## config.mk

```make
export PLATFORM = sky130hd
export DESIGN_NAME = ct_spsram_512x7_ctrl
export DESIGN_NICKNAME = d
export VERILOG_FILES = /design/src/rtl/ct_spsram_512x7_ctrl_pkg.sv /design/src/rtl/ct_spsram_init_seq.sv /design/src/rtl/ct_spsram_512x7_ctrl.sv
export SDC_FILE = /design/constraint.sdc
export NUM_CORES = 1
export LEC_CHECK = 0
export BUFFER_PORTS_ARGS = -buffer_cell sky130_fd_sc_hd__buf_2
export CAP_MARGIN = 20
export CORE_MARGIN = 5
export CORE_UTILIZATION = 35
export CTS_CLUSTER_SIZE = 14
export DETAILED_ROUTE_END_ITERATION = 16
export GPL_TIMING_DRIVEN = 0
export SLEW_MARGIN = 20
export SYNTH_ARGS = -nofsm -noshare
export SYNTH_HDL_FRONTEND = slang
export SYNTH_SLANG_ARGS = --single-unit
```

## constraint.sdc

```tcl
create_clock -name forever_cpuclk -period 8.1 [get_ports forever_cpuclk]
set_input_delay 0.81 -clock forever_cpuclk [delete_from_list [all_inputs] [get_ports forever_cpuclk]]
set_output_delay 0.81 -clock forever_cpuclk [all_outputs]
set_load 0.02 [all_outputs]
```

## src/rtl/ct_spsram_512x7_ctrl_pkg.sv

```systemverilog
// Shared types and default geometry for the 512x7 single-port array controller.
package ct_spsram_512x7_ctrl_pkg;

  typedef enum logic {
    ST_INIT = 1'b0,
    ST_IDLE = 1'b1
  } init_state_e;

  localparam int unsigned DEF_ADDR_W = 9;
  localparam int unsigned DEF_DATA_W = 7;

endpackage

```

## src/rtl/ct_spsram_init_seq.sv

```systemverilog
// Clear sequencer: walks every array address once after reset or invalidate,
// then reports the array as ready for normal service.
module ct_spsram_init_seq
  import ct_spsram_512x7_ctrl_pkg::*;
#(
  parameter int ADDR_WIDTH = DEF_ADDR_W
) (
  input  logic                  clk_i,
  input  logic                  rst_ni,
  input  logic                  inv_req_i,
  output logic                  init_busy_o,
  output logic                  init_done_o,
  output logic [ADDR_WIDTH-1:0] init_addr_o
);

  init_state_e           state_q;
  logic [ADDR_WIDTH-1:0] cnt_q;
  logic                  done_q;

  always_ff @(posedge clk_i or negedge rst_ni) begin
    if (!rst_ni) begin
      state_q <= ST_INIT;
      cnt_q   <= '0;
      done_q  <= 1'b0;
    end else if (inv_req_i) begin
      state_q <= ST_INIT;
      cnt_q   <= '0;
      done_q  <= 1'b0;
    end else if (state_q == ST_INIT) begin
      cnt_q <= cnt_q + 1'b1;
      if (&cnt_q) begin
        state_q <= ST_IDLE;
        done_q  <= 1'b1;
      end
    end
  end

  // Held off while reset is asserted so the array sees no write in the reset cycle.
  assign init_busy_o = (state_q == ST_INIT) & rst_ni;
  assign init_done_o = done_q;
  assign init_addr_o = cnt_q;

endmodule

```

## src/rtl/ct_spsram_512x7_ctrl.sv

```systemverilog
// Access controller for a 512x7 single-port array: power-on/invalidate clear,
// read vs. posted-write arbitration with starvation limit, and write forwarding.
module ct_spsram_512x7_ctrl
  import ct_spsram_512x7_ctrl_pkg::*;
#(
  parameter int                    ADDR_WIDTH   = DEF_ADDR_W,
  parameter int                    DATA_WIDTH   = DEF_DATA_W,
  parameter logic [DATA_WIDTH-1:0] INIT_VAL     = '0,
  parameter int                    MAX_WR_STALL = 4
) (
  input  logic                  forever_cpuclk,
  input  logic                  cpurst_b,
  input  logic                  inv_req,
  output logic                  init_done,
  input  logic                  rd_req,
  input  logic [ADDR_WIDTH-1:0] rd_addr,
  output logic                  rd_gnt,
  output logic                  rd_data_vld,
  output logic [DATA_WIDTH-1:0] rd_data,
  input  logic                  wr_req,
  input  logic [ADDR_WIDTH-1:0] wr_addr,
  input  logic [DATA_WIDTH-1:0] wr_data,
  input  logic [DATA_WIDTH-1:0] wr_mask,
  output logic                  wr_rdy,
  output logic [ADDR_WIDTH-1:0] sram_a,
  output logic                  sram_cen,
  output logic                  sram_gwen,
  output logic [DATA_WIDTH-1:0] sram_wen,
  output logic [DATA_WIDTH-1:0] sram_d,
  input  logic [DATA_WIDTH-1:0] sram_q
);

  localparam int SW = $clog2(MAX_WR_STALL + 1);
  localparam logic [SW-1:0] STALL_MAX = SW'(MAX_WR_STALL);

  function automatic logic [DATA_WIDTH-1:0] merge_fwd(
    input logic [DATA_WIDTH-1:0] q,
    input logic [DATA_WIDTH-1:0] fd,
    input logic [DATA_WIDTH-1:0] fm
  );
    return (q & ~fm) | (fd & fm);
  endfunction

  logic                  init_busy;
  logic                  init_done_w;
  logic [ADDR_WIDTH-1:0] init_addr;

  ct_spsram_init_seq #(
    .ADDR_WIDTH (ADDR_WIDTH)
  ) u_init_seq (
    .clk_i       (forever_cpuclk),
    .rst_ni      (cpurst_b),
    .inv_req_i   (inv_req),
    .init_busy_o (init_busy),
    .init_done_o (init_done_w),
    .init_addr_o (init_addr)
  );

  logic                  buf_vld_q, buf_vld_d;
  logic [ADDR_WIDTH-1:0] buf_addr_q;
  logic [DATA_WIDTH-1:0] buf_data_q;
  logic [DATA_WIDTH-1:0] buf_mask_q;
  logic [SW-1:0]         stall_q, stall_d;
  logic                  rd_vld_p1_q;
  logic [DATA_WIDTH-1:0] fm_p1_q;
  logic [DATA_WIDTH-1:0] fd_p1_q;

  logic force_wr;
  logic drain;
  logic wr_acc;
  logic fwd_hit;

  // Arbitration: a starved write beats the reader, otherwise reads win.
  assign force_wr = buf_vld_q & (stall_q == STALL_MAX);
  assign rd_gnt   = init_done_w & rd_req & ~force_wr;
  assign drain    = init_done_w & buf_vld_q & (force_wr | ~rd_req);
  assign wr_rdy   = init_done_w & (~buf_vld_q | drain);
  assign wr_acc   = wr_req & wr_rdy;
  assign fwd_hit  = buf_vld_q & (buf_addr_q == rd_addr);

  always_comb begin
    buf_vld_d = buf_vld_q;
    if (inv_req)     buf_vld_d = 1'b0;
    else if (wr_acc) buf_vld_d = 1'b1;
    else if (drain)  buf_vld_d = 1'b0;
  end

  always_comb begin
    stall_d = stall_q;
    if (inv_req | drain | ~buf_vld_q) stall_d = '0;
    else if (stall_q != STALL_MAX)    stall_d = stall_q + SW'(1);
  end

  always_ff @(posedge forever_cpuclk or negedge cpurst_b) begin
    if (!cpurst_b) begin
      buf_vld_q   <= 1'b0;
      stall_q     <= '0;
      rd_vld_p1_q <= 1'b0;
    end else begin
      buf_vld_q   <= buf_vld_d;
      stall_q     <= stall_d;
      rd_vld_p1_q <= rd_gnt;
    end
  end

  // Payload registers carry no reset; their valid flags above qualify them.
  always_ff @(posedge forever_cpuclk) begin
    if (wr_acc) begin
      buf_addr_q <= wr_addr;
      buf_data_q <= wr_data;
      buf_mask_q <= wr_mask;
    end
    if (rd_gnt) begin
      fm_p1_q <= fwd_hit ? buf_mask_q : '0;
      fd_p1_q <= fwd_hit ? buf_data_q : '0;
    end
  end

  // ---- stage p1: array data returns, merged with the forwarded write ----
  assign rd_data_vld = rd_vld_p1_q;
  assign rd_data     = rd_vld_p1_q ? merge_fwd(sram_q, fd_p1_q, fm_p1_q) : '0;
  assign init_done   = init_done_w;

  always_comb begin
    sram_a    = '0;
    sram_cen  = 1'b1;
    sram_gwen = 1'b1;
    sram_wen  = '1;
    sram_d    = '0;
    if (init_busy) begin
      sram_a    = init_addr;
      sram_cen  = 1'b0;
      sram_gwen = 1'b0;
      sram_wen  = '0;
      sram_d    = INIT_VAL;
    end else if (drain) begin
      sram_a    = buf_addr_q;
      sram_cen  = 1'b0;
      sram_gwen = 1'b0;
      sram_wen  = ~buf_mask_q;
      sram_d    = buf_data_q;
    end else if (rd_gnt) begin
      sram_a    = rd_addr;
      sram_cen  = 1'b0;
    end
  end

endmodule
```

==> results.txt <==
# port buffers -> 79
EDFF count, synth -> 37
Total GRT Usage -> 0.1378
top cell type's share of synthesized area -> 0.4038
Final GP Congestion -> 0.8286
DR iter-0 viols -> 83
area fraction in compound gates after synthesis -> 0.06548
area leader, netlist -> edfxtp_1
fraction of layout cells with a size suffix above 1 -> 0.3560
H-tree levels -> 2
Simple-Gate Fraction of Synth Area -> 0.2292
Bufs and invs on worst path -> 4
Tmin final -> 3.234 ns
nets -> 370
CTS buffer count -> 5
Die Width -> 98.66 um
post-synthesis register bit count -> 53
syn nets -> 284
Crit Path Class -> in2out
Core Region -> 7687 um2
die area -> 9734 um2
Max Clock Skew -> 0.007622 ns
largest net degree at the start of global routing -> 24
FMAX -> 309.3 MHz
worst path required time -> 7.29 ns
post-synthesis xor/xnor area fraction -> 0.04457
CP startpoint kind -> input pin
Total Wirelength -> 6678 um
cell repeated most along the worst path -> buf_2
Post-Synthesis Cells -> 236
total of max-cap violations -> 0
vias -> 2098
worst path arrival time -> 2.42 ns
Netlist Area Pre-Place -> 2751 um2
Top FF cell, synth -> edfxtp_1
max incr delay on CP -> 0.43 ns
Inst Count DP -> 417
YS warnings -> 0
CP Cell Sequence -> buf_2 -> nor2b_1 -> buf_2 -> clkbuf_1 -> nand2_1 -> o211ai_1 -> buf_2
Rows -> 32
Slowest-stage cell, CP -> clkbuf_1
Remaining DRCs -> 0
CTS tree -> yes
Die Height -> 98.66 um
asr flop ratio synth -> 0.3019
Tcrit/Tclk final -> 0.3992
clock latency on the worst-skew pair -> 0.31 ns
Vias/cell -> 4.936
number of nets with antenna violations after routing -> 0
Crit. End Element -> output port
Synth-to-Final Area Change -> 22.83%
root buf cell -> clkbuf_8
Max Slew Vio Count -> 0
post_cts resized -> 0
Hold Path Class -> in2async
Starting Density -> 0.3579
run status -> finished, final reports clean
Setup TNS -> 0 ns
hold_buf cts -> 0
# IOs -> 80
clock transition at the registers of the reported paths -> 0.10 ns
hold_ws -> 0.4151 ns
crit path max fanout -> 18
Worst path top cell family by delay -> buffers and inverters
Rel. slew slack -> 0.5083
actual slew at the worst max-slew pin -> 0.7359 ns
Worst VDD drop -> 81.89 uV
drt pass-1 iters -> 4
synthesized area per cell -> 11.66 um2
setup violators final -> 0
largest family of logic cells by synthesized area -> simple AND/OR/NAND/NOR gates
GRT overflow -> 0
RSZ-0062 raised after global routing -> no
DP Wirelength -> 5088 um
Post-synth top cells -> edfxtp_1, nand2_1, inv_1
Cell Count, Final, Fillers Out -> 425
Cell Pwr Density -> 145.4 nW/um2
initial antenna violation count -> 0
Post-Synth Adder-Cell Area -> 0.01819
Yosys cell types -> 36
Area contributors post-synth -> edfxtp_1, dfrtp_1, nor4_2
number of global-route vias before repair -> 2048
leakage power -> 1.416 nW
Hold Fails Final Rpt -> 0
TritonCTS Sinks -> 53
first-pass GRT wire length -> 10620 um
Setup Fix Bufs, Post-CTS -> 0
count leader, synth -> edfxtp_1
routed len/inst -> 15.71 um
sequential share of the synthesized area -> 0.5493
ant diodes -> 0
mux contribution to synthesized area -> 0.03638
Clock Path Buffers -> 2
## state kept, by name (all words and copies together) (netlist names)
signal / count
buf_addr_q: 9
buf_data_q: 7
buf_mask_q: 7
buf_vld_q: 1
fd_p1_q: 7
fm_p1_q: 7
rd_data_vld: 1
stall_q: 3
u_init_seq.init_addr_o: 9
u_init_seq.init_done_o: 1
u_init_seq.state_q: 1
## path summary, 6_finish.rpt
check,from,to,slack (ns),cells after the start
max in group asynchronous,cpurst_b,u_init_seq.init_addr_o[5]$_DFFE_PN0P_,7.39,1
min in group forever_cpuclk,u_init_seq.init_addr_o[8]$_DFFE_PN0P_,u_init_seq.init_addr_o[8]$_DFFE_PN0P_,0.58,2
min reg2reg,u_init_seq.init_addr_o[8]$_DFFE_PN0P_,u_init_seq.init_addr_o[8]$_DFFE_PN0P_,0.58,2
max,cpurst_b,sram_a[7],4.87,7
min,cpurst_b,u_init_seq.init_addr_o[8]$_DFFE_PN0P_,0.42,1
max reg2reg,stall_q[0]$_DFFE_PN0P_,buf_addr_q[8]$_DFFE_PP_,5.76,6
## final cells by class
class	instances	area, um2
Fill cell	749	4308
Multi-Input combinational cell	152	1095
Sequential cell	53	1511
Clock buffer	5	68.82
Inverter	17	63.81
Tap cell	102	127.6
Clock inverter	3	25.02
Timing Repair Buffer	79	395.4
Buffer	14	92.59
## worst reg2reg max path, delay by kind of cell, from the launching register on
kind                       cells  cell delay [ns]
AOI/OAI and AO/OA              2             0.79
DFF                            1             0.42
and+or+nand+nor                1             0.18
buffers and inverters          2             0.35
adders and majority gates      1             0.23
## metal layers
metal	GRT usage	vias to the layer above	part of all wire	wire [um]
met5	0	-	0	0
met1	0.1708	1000	0.43	2858
met2	0.2402	65	0.50	3357
met3	0.02972	6	0.058	387
met4	0.04202	0	0.011	75
li1	-	1027	-	-
## stage by stage
| stage | cell area, um2 | utilization | setup WS (ns) | power, mW |
|---|---|---|---|---|
| 2_1_floorplan | 2751 | - | 5.166 | 0.3178 |
| 3_3_place_gp | 3274 | 0.4259 | 4.393 | 0.3387 |
| 3_5_place_dp | 3286 | 0.4274 | 4.819 | 0.3394 |
| 4_1_cts | 3379 | 0.4396 | 4.813 | 0.4961 |
| 5_1_grt | 3379 | 0.4396 | 4.633 | 0.5130 |
| 6_report | 3379 | 0.4396 | 4.866 | 0.4914 |
## kinds of logic (layout without fill, tap and decap cells)
group | Yosys count | count (layout)
simple gates | 94 | 94
mux | 10 | 10
compound gates | 30 | 30
fa+ha+maj | 4 | 4
xor+xnor | 14 | 14
buf+inv | 31 | 118
flops | 53 | 53
## power by group
group	switching (mW)	total [mW]	leakage, nW	internal, mW
clock network	0.0947	0.158	0.0452	0.0632
logic	0.0241	0.0408	0.791	0.0168
registers	0.00260	0.293	0.581	0.290
total	0.121	0.491	1.42	0.370
## cell usage in the layout (no fill, tap or decap), drive strengths merged, types with 10 or more instances in the layout
cell type and instances:
a21oi 14, xnor2 11, nand4 12, nand2 22, inv 19, mux2i 10, edfxtp 37, nor2 10
dfrtp 16, buf 90, nor4 14
Power figures use the tool's default switching activity.
